$ cat src/rtl/mem_store_rmw.sv
// Read-modify-write store unit: merges sub-word store data into a memory word through a
// single-port request/grant memory interface, skipping the read for full-width stores.
module mem_store_rmw #(
  parameter int unsigned DATA_WIDTH = 32,
  parameter int unsigned ADDR_WIDTH = 32
) (
  input  logic                  clk,
  input  logic                  rst_n,
  input  logic                  req_valid,
  output logic                  req_ready,
  input  logic [1:0]            req_size,
  input  logic [ADDR_WIDTH-1:0] req_addr,
  input  logic [DATA_WIDTH-1:0] req_wdata,
  output logic                  rsp_valid,
  output logic                  rsp_err,
  output logic                  mem_req,
  output logic                  mem_we,
  output logic [ADDR_WIDTH-1:0] mem_addr,
  output logic [DATA_WIDTH-1:0] mem_wdata,
  input  logic                  mem_gnt,
  input  logic                  mem_rvalid,
  input  logic [DATA_WIDTH-1:0] mem_rdata
);

  localparam int unsigned NumBytes = DATA_WIDTH / 8;
  localparam int unsigned OffW     = $clog2(NumBytes);
  localparam logic [1:0]  FullSize = (DATA_WIDTH == 64) ? 2'd3 : 2'd2;

  typedef enum logic [2:0] {StIdle, StRd, StRdWait, StWr, StResp} state_e;

  state_e                state_q, state_d;
  logic [ADDR_WIDTH-1:0] addr_q, addr_d;
  logic [DATA_WIDTH-1:0] sdata_q, sdata_d;
  logic [NumBytes-1:0]   be_q, be_d;
  logic [DATA_WIDTH-1:0] wdata_q, wdata_d;
  logic                  err_q, err_d;

  logic [OffW-1:0]       off;
  logic [NumBytes-1:0]   size_mask;
  logic [2:0]            align_mask;
  logic                  reject;
  logic [DATA_WIDTH-1:0] merged;

  assign off = req_addr[OffW-1:0];

  always_comb begin
    size_mask  = '1;
    align_mask = 3'd7;
    case (req_size)
      2'd0: begin size_mask = NumBytes'(1);  align_mask = 3'd0; end
      2'd1: begin size_mask = NumBytes'(3);  align_mask = 3'd1; end
      2'd2: begin size_mask = NumBytes'(15); align_mask = 3'd3; end
      default: begin size_mask = '1;         align_mask = 3'd7; end
    endcase
  end

  assign reject = ((req_size == 2'd3) && (DATA_WIDTH == 32)) || (|(req_addr[2:0] & align_mask));

  // Store data and byte enables are pre-shifted into their lanes at acceptance.
  always_comb begin
    merged = mem_rdata;
    for (int unsigned b = 0; b < NumBytes; b++) begin
      if (be_q[b]) merged[8*b +: 8] = sdata_q[8*b +: 8];
    end
  end

  always_comb begin
    state_d = state_q;
    addr_d  = addr_q;
    sdata_d = sdata_q;
    be_d    = be_q;
    wdata_d = wdata_q;
    err_d   = err_q;
    unique case (state_q)
      StIdle: begin
        if (req_valid) begin
          addr_d  = {req_addr[ADDR_WIDTH-1:OffW], {OffW{1'b0}}};
          sdata_d = req_wdata << {off, 3'b000};
          be_d    = size_mask << off;
          err_d   = reject;
          if (reject) begin
            state_d = StResp;
          end else if (req_size == FullSize) begin
            wdata_d = req_wdata;
            state_d = StWr;
          end else begin
            state_d = StRd;
          end
        end
      end
      StRd:     if (mem_gnt) state_d = StRdWait;
      StRdWait: begin
        if (mem_rvalid) begin
          wdata_d = merged;
          state_d = StWr;
        end
      end
      StWr:     if (mem_gnt) state_d = StResp;
      StResp:   state_d = StIdle;
      default:  state_d = StIdle;
    endcase
  end

  always_ff @(posedge clk) begin
    if (!rst_n) begin
      state_q <= StIdle;
      addr_q  <= '0;
      sdata_q <= '0;
      be_q    <= '0;
      wdata_q <= '0;
      err_q   <= 1'b0;
    end else begin
      state_q <= state_d;
      addr_q  <= addr_d;
      sdata_q <= sdata_d;
      be_q    <= be_d;
      wdata_q <= wdata_d;
      err_q   <= err_d;
    end
  end

  assign req_ready = (state_q == StIdle);
  assign rsp_valid = (state_q == StResp);
  assign rsp_err   = (state_q == StResp) && err_q;
  assign mem_req   = (state_q == StRd) || (state_q == StWr);
  assign mem_we    = (state_q == StWr);
  assign mem_addr  = addr_q;
  assign mem_wdata = wdata_q;

endmodule
$ cat config.mk
export PLATFORM = sky130hd
export DESIGN_NAME = mem_store_rmw
export DESIGN_NICKNAME = d
export VERILOG_FILES = /design/src/rtl/mem_store_rmw.sv
export SDC_FILE = /design/constraint.sdc
export NUM_CORES = 1
export LEC_CHECK = 0
export ABC_AREA = 1
export CAP_MARGIN = 20
export CELL_PAD_IN_SITES_DETAIL_PLACEMENT = 1
export CELL_PAD_IN_SITES_GLOBAL_PLACEMENT = 1
export CORE_ASPECT_RATIO = 0.7
export CORE_MARGIN = 2
export CORE_UTILIZATION = 35
export CTS_BUF_LIST = sky130_fd_sc_hd__clkbuf_4
export CTS_CLUSTER_SIZE = 8
export DETAILED_ROUTE_END_ITERATION = 7
export PLACE_DENSITY = 0.95
export SLEW_MARGIN = 20
export SYNTH_ARGS = -nofsm -noshare
export SYNTH_HDL_FRONTEND = slang
export SYNTH_SLANG_ARGS = --single-unit
$ cat constraint.sdc
create_clock -name clk -period 3.5 [get_ports clk]
set_input_delay 0.7 -clock clk [delete_from_list [all_inputs] [get_ports clk]]
set_output_delay 0.7 -clock clk [all_outputs]
set_load 0.01 [all_outputs]
# Word level (Yosys, flattened, before mapping)
# Cells that the tools add are included.
dict set report totals {
  output_inout_bits 69
  regBits 102
  elab_cells 50
}
dict set report op_classes {
  muxes 18
  shift 2
  eq_ne 13
  bitwise_logic 1
  reduce_logical 10
}
# cell n
set ops {}
lappend ops {{2-to-1 mux 32 bit} 4}
lappend ops {{case mux 32 bit (2 select lines)} 1}
lappend ops {{2-to-1 mux 8 bit} 4}
lappend ops {{left shift 32 x 5 -> 32 bit} 1}
lappend ops {{2-to-1 mux 3 bit} 5}
lappend ops {{case mux 3 bit (4 select lines)} 1}
lappend ops {{case mux 3 bit (3 select lines)} 1}
lappend ops {{inequality test 2 bit, second input constant} 4}
lappend ops {{case mux 4 bit (2 select lines)} 1}
lappend ops {{equality test 3 x 2 -> 1 bit, second input constant} 2}
lappend ops {{AND reduction 5 bit} 1}
lappend ops {{equality test 2 bit, second input constant} 2}
lappend ops {{inequality test 2 x 1 -> 1 bit, second input constant} 2}
lappend ops {{AND reduction 4 bit} 1}
lappend ops {{left shift 4 x 2 -> 4 bit} 1}
lappend ops {{bitwise AND 3 bit} 1}
lappend ops {{equality test 3 x 1 -> 1 bit, second input constant} 1}
lappend ops {{equality test 3 bit, second input constant} 1}
lappend ops {{logical NOT 3 bit} 1}
lappend ops {{OR reduction 3 bit} 1}
lappend ops {{equality test 2 x 1 -> 1 bit, second input constant} 1}
lappend ops {{logical NOT 2 bit} 1}
lappend ops {{logical OR 1 bit} 2}
lappend ops {{2-to-1 mux 2 bit} 1}
lappend ops {{other kinds (3)} 3}

# Depth between registers and ports, before layout
dict set report logic_depth {
  depth_word 8
  mapped_depth 9
  depth_no_buf 8
}

# Least setup slack after synthesis
# Ideal clock, no wire load.
dict set report synth_timing {
  path_kind {input to register}
  from {in req_addr[0]}
  to {reg wdata_q[26], in the netlist mem_wdata[26]}
  t_required_ns 3.387
  slack_ns 1.749
  t_arrival_ns 1.638
  setup_ns 0.113
  path_stages 8
  path_buffers 2
  cell_sequence {buf_2 > o21ai_1 > nand2_1 > nand2_1 > nand4_4 > buf_4 > nor2_1 > nor2_1}
}
dict set report synth_via {
  elab_chain_cells 5
}
# element line
set synth_lines {}
lappend synth_lines {{start: declaration} 12} ;# input logic [ADDR_WIDTH-1:0] req_addr,
lappend synth_lines {{bitwise AND 3 bit} 57} ;# assign reject = ((req_size == 2'd3) && (DATA_WIDTH == 32)) || (|(req_addr[2:0] & align_mask));
lappend synth_lines {{OR reduction 3 bit} 57}
lappend synth_lines {{logical OR 1 bit} 57}
lappend synth_lines {{inequality test 2 bit (no line)} --}
lappend synth_lines {{AND reduction 5 bit (no line)} --}
lappend synth_lines {{end signal: assignment} 117} ;# wdata_q <= wdata_d;
lappend synth_lines {{end: declaration} 35} ;# logic [DATA_WIDTH-1:0] wdata_q, wdata_d;
# No other way between the ends.
# A chain may end at the register's enable or synchronous reset.

# Final worst setup path
dict set report layout_timing {
  from {reg state_q[1]}
  to {out mem_we}
}
dict set report layout_via {
  elab_chain_cells 1
}
# element line
set layout_lines {}
lappend layout_lines {{start: declaration} 31} ;# state_e state_q, state_d;
lappend layout_lines {{start signal: assignment} 106} ;# state_q <= StIdle;
lappend layout_lines {{start signal: assignment} 113} ;# state_q <= state_d;
lappend layout_lines {{equality test 3 x 2 -> 1 bit} 126} ;# assign mem_we = (state_q == StWr);
lappend layout_lines {{end: declaration} 17} ;# output logic mem_we,
# No other way between the ends.

==> qor.csv <==
stage,metric,value,unit
status,status,finished clean,
cts,insertion_delay,0.47,ns
global_route,grt-ovfl-total,0,
place,port_buffers,169,
detailed_routing,vias,5493,
die,start_util,36.2,%
logic_synthesis,synth-seq-cells,102,
detailed_routing,drtAntennaViolNets,0,
finish,regArea,2040,µm²
detailed_routing,first_pass_iters,5,
global_route,antenna_found_initial,0,
setup_path,cp-endpoint,mem_we,
global_route,grt_pass1_vias,5403,
cts,cts_max_path_buffers,2,
sta,period_minus_slack,2.57,ns
logic_synthesis,yosysTopAreaCell,dfxtp_1,
sta,relSlewSlack,54.7,%
pwr,ir_drop,0.267,mV
logic_synthesis,synthesis.area,5100,µm²
cts,holdBufCountCts,0,
logic_synthesis,synthCells,788,
cts,clk_pin_slew,0.17,ns
min_path,hp-class,reg -> reg,
sta,setup_ws,0.930,ns
sta,finalHoldViolations,0,
cts,ctsResizeCount,0,
finish,final_util,49.8,%
die,core,14100,µm²
detailed_routing,vias_per_cell,4.90,
setup_path,crit_chain,inv_2 > nor3_1 > clkdlybuf4s50_1,
place,globalplace.congestion,0.860,
pwr,power.density,555,nW/µm²
setup_path,cpPeakStageDelay,0.60,ns
logic_synthesis,syn_avg_cell_area,6.48,µm²
global_route,grt_max_degree,66,
finish,nFillCells,1832,
logic_synthesis,synth_top_cell_area_share,40.0,%
cts,cts_tree,yes,
cts,cts_num_sinks,102,
finish,syn_to_final_growth,37.7,%
finish,multiInputGateArea,2440,µm²
place,hpwl,13200,µm
sta,final_max_slew_viol_count,0,
logic_synthesis,ys_top_cells_by_area,"dfxtp_1 40%, nand2_1 14%, nor2_1 10%",
setup_path,cp-end-kind,primary output,
detailed_routing,drcViolationCount,0,
sta,fmax,389,MHz
setup_path,cp-startpoint,state_q[1]$_SDFFE_PN0P_,
cts,postCtsSetupBuffers,0,
finish,drive_above_1_share,4.19,%
sta,clock_skew,0.0190,ns
place,preCtsSetupSlack,0.786,ns
global_route,grt_pass1_wl,28100,µm
setup_path,crit_type,reg -> out,
sta,timing.hold.ws,0.481,ns
run,drv_cap,0,
die,die_w,148,µm
setup_path,reg2reg_slack,1.33,ns
logic_synthesis,ys_warn_count,0,
sta,post-route-period-util,73.4,%
setup_path,timing.rr.start,state_q[2]$_SDFFE_PN0P_,
die,io_pins,172,
detailed_routing,drt_iter0_markers,370,
cts,htree_levels,3,
logic_synthesis,synth.yosys.seq_area_share,40.0,%
finish,nNetsFinal,1029,
global_route,grt_use_total,22.4,%
setup_path,ff2ff_path_depth,7,
finish,diodes,0,
setup_path,worstPathRequired,2.80,ns
sta,rsz0062_at_grt,false,
cts,numCtsBuffers,9,
setup_path,slowest_stage,clkdlybuf4s50_1,
die,die_area,15600,µm²
setup_path,path_max_fanout,6,
cts,cts_root_buf,clkbuf_4,
detailed_routing,wire_per_inst,15.8,µm
detailed_routing,wl,17800,µm
die,die_h,105,µm
sta,fin_tns_setup,0,ns
setup_path,start_kind,flop,
logic_synthesis,synthDistinctLibCells,29,
pwr,p_leak,3.09,nW
die,rows,36,
setup_path,cp.arrival,1.87,ns
sta,tightest_slew,0.679,ns
sta,setup_viol,0,
setup_path,rr_endpoint,mem_wdata[0]$_SDFFE_PN0P_,
==> cell type report <==
cell class	instances	share of cell area (%)
tap	190	3.38
clock buffer	10	1.07
timing repair buffer	179	25.3
inverter	97	5.18
sequential	102	29.1
clock inverter	6	1.34
multi-input combinational	537	34.7
==> cell families (layout without fill, tap and decap cells) <==
group	Yosys count	in the layout	synth area share, %
multiplexers	8	8	1.57
other	1	2	0.0735
AND/OR/NAND/NOR	361	361	28.4
flip-flops	102	102	40.0
buffers and inverters	150	292	12.3
AO/OA/AOI/OAI	166	166	17.7
==> flip-flops by register name, summed over array words and instances, names as in the netlist <==
register / count
be_q: 4
mem_addr: 30
state_q: 3
err_q: 1
sdata_q: 32
mem_wdata: 32
==> where the power goes <==
part	switching, mW	internal [mW]	leakage [nW]	total [mW]
logic	0.883	0.709	2.17	1.59
clock network	0.424	0.304	0.0876	0.728
registers	0.170	1.41	0.839	1.58
total	1.48	2.43	3.09	3.90
==> how the worst min path moves through the flow <==
stage / cells past startpoint / slack (ns) / endpoint / startpoint
2_1_floorplan: 2 / 0.43 / err_q$_SDFFE_PN0P_ / err_q$_SDFFE_PN0P_
3_3_place_gp: 2 / 0.45 / sdata_q[7]$_SDFFE_PN0P_ / sdata_q[7]$_SDFFE_PN0P_
3_5_place_dp: 2 / 0.46 / sdata_q[2]$_SDFFE_PN0P_ / sdata_q[2]$_SDFFE_PN0P_
4_1_cts: 2 / 0.48 / sdata_q[2]$_SDFFE_PN0P_ / sdata_q[2]$_SDFFE_PN0P_
5_1_grt: 2 / 0.50 / sdata_q[2]$_SDFFE_PN0P_ / sdata_q[2]$_SDFFE_PN0P_
6_report: 2 / 0.48 / err_q$_SDFFE_PN0P_ / err_q$_SDFFE_PN0P_
==> synth_stat cells <==
master,count
a21oi_1,22
a22oi_1,8
a31oi_1,8
buf_1,2
buf_2,18
buf_4,5
buf_6,3
clkbuf_1,25
conb_1,1
dfxtp_1,102
inv_1,93
inv_2,4
mux2i_1,8
nand2_1,191
nand2_2,2
nand2_4,1
nand3_1,18
nand3b_1,1
nand4_1,1
nand4_4,1
nor2_1,138
nor2_2,1
nor2_4,2
nor3_1,3
nor3_4,1
nor4_1,1
o211ai_1,16
o21ai_0,101
o21ai_1,11
==> cell usage in the layout, fill, tap and decap left out, types with 2 or more instances in the layout <==
master,netlist,routed
nor3_1,3,3
nand3_1,18,18
o211ai_1,16,16
inv_6,0,2
a22oi_1,8,8
nand2_1,191,191
nor2_4,2,2
inv_2,4,4
clkbuf_4,0,10
buf_4,5,9
bufinv_16,0,2
dfxtp_1,102,102
mux2i_1,8,8
a21oi_1,22,22
a31oi_1,8,8
inv_1,93,93
nand2_2,2,2
o21ai_0,101,101
conb_1,1,2
nor2_1,138,138
clkdlybuf4s50_1,0,168
o21ai_1,11,11
==> through the flow <==
stage          cells  power [mW]  cell area (µm²)
6_report        1121        3.90             7030
4_1_cts         1121        3.94             7030
2_1_floorplan    789        2.47             5110
5_1_grt         1121        4.18             7030
3_5_place_dp    1105        3.20             6860
3_3_place_gp    1105        3.12             6860
==> layer usage <==
metal	up-vias	share of wire [%]	track usage, %
met4	0	0.69	3.67
met5	-	0	0
met2	178	43	34.4
met1	2570	49	32.2
li1	2732	-	-
met3	13	7.4	5.68
==> critical path, delay by kind of cell (launching register included) <==
family	cells	cell delay (ns)
simple gates	1	0.21
buf+inv	2	0.71
flops	1	0.48
Power figures use the tool's default switching activity.
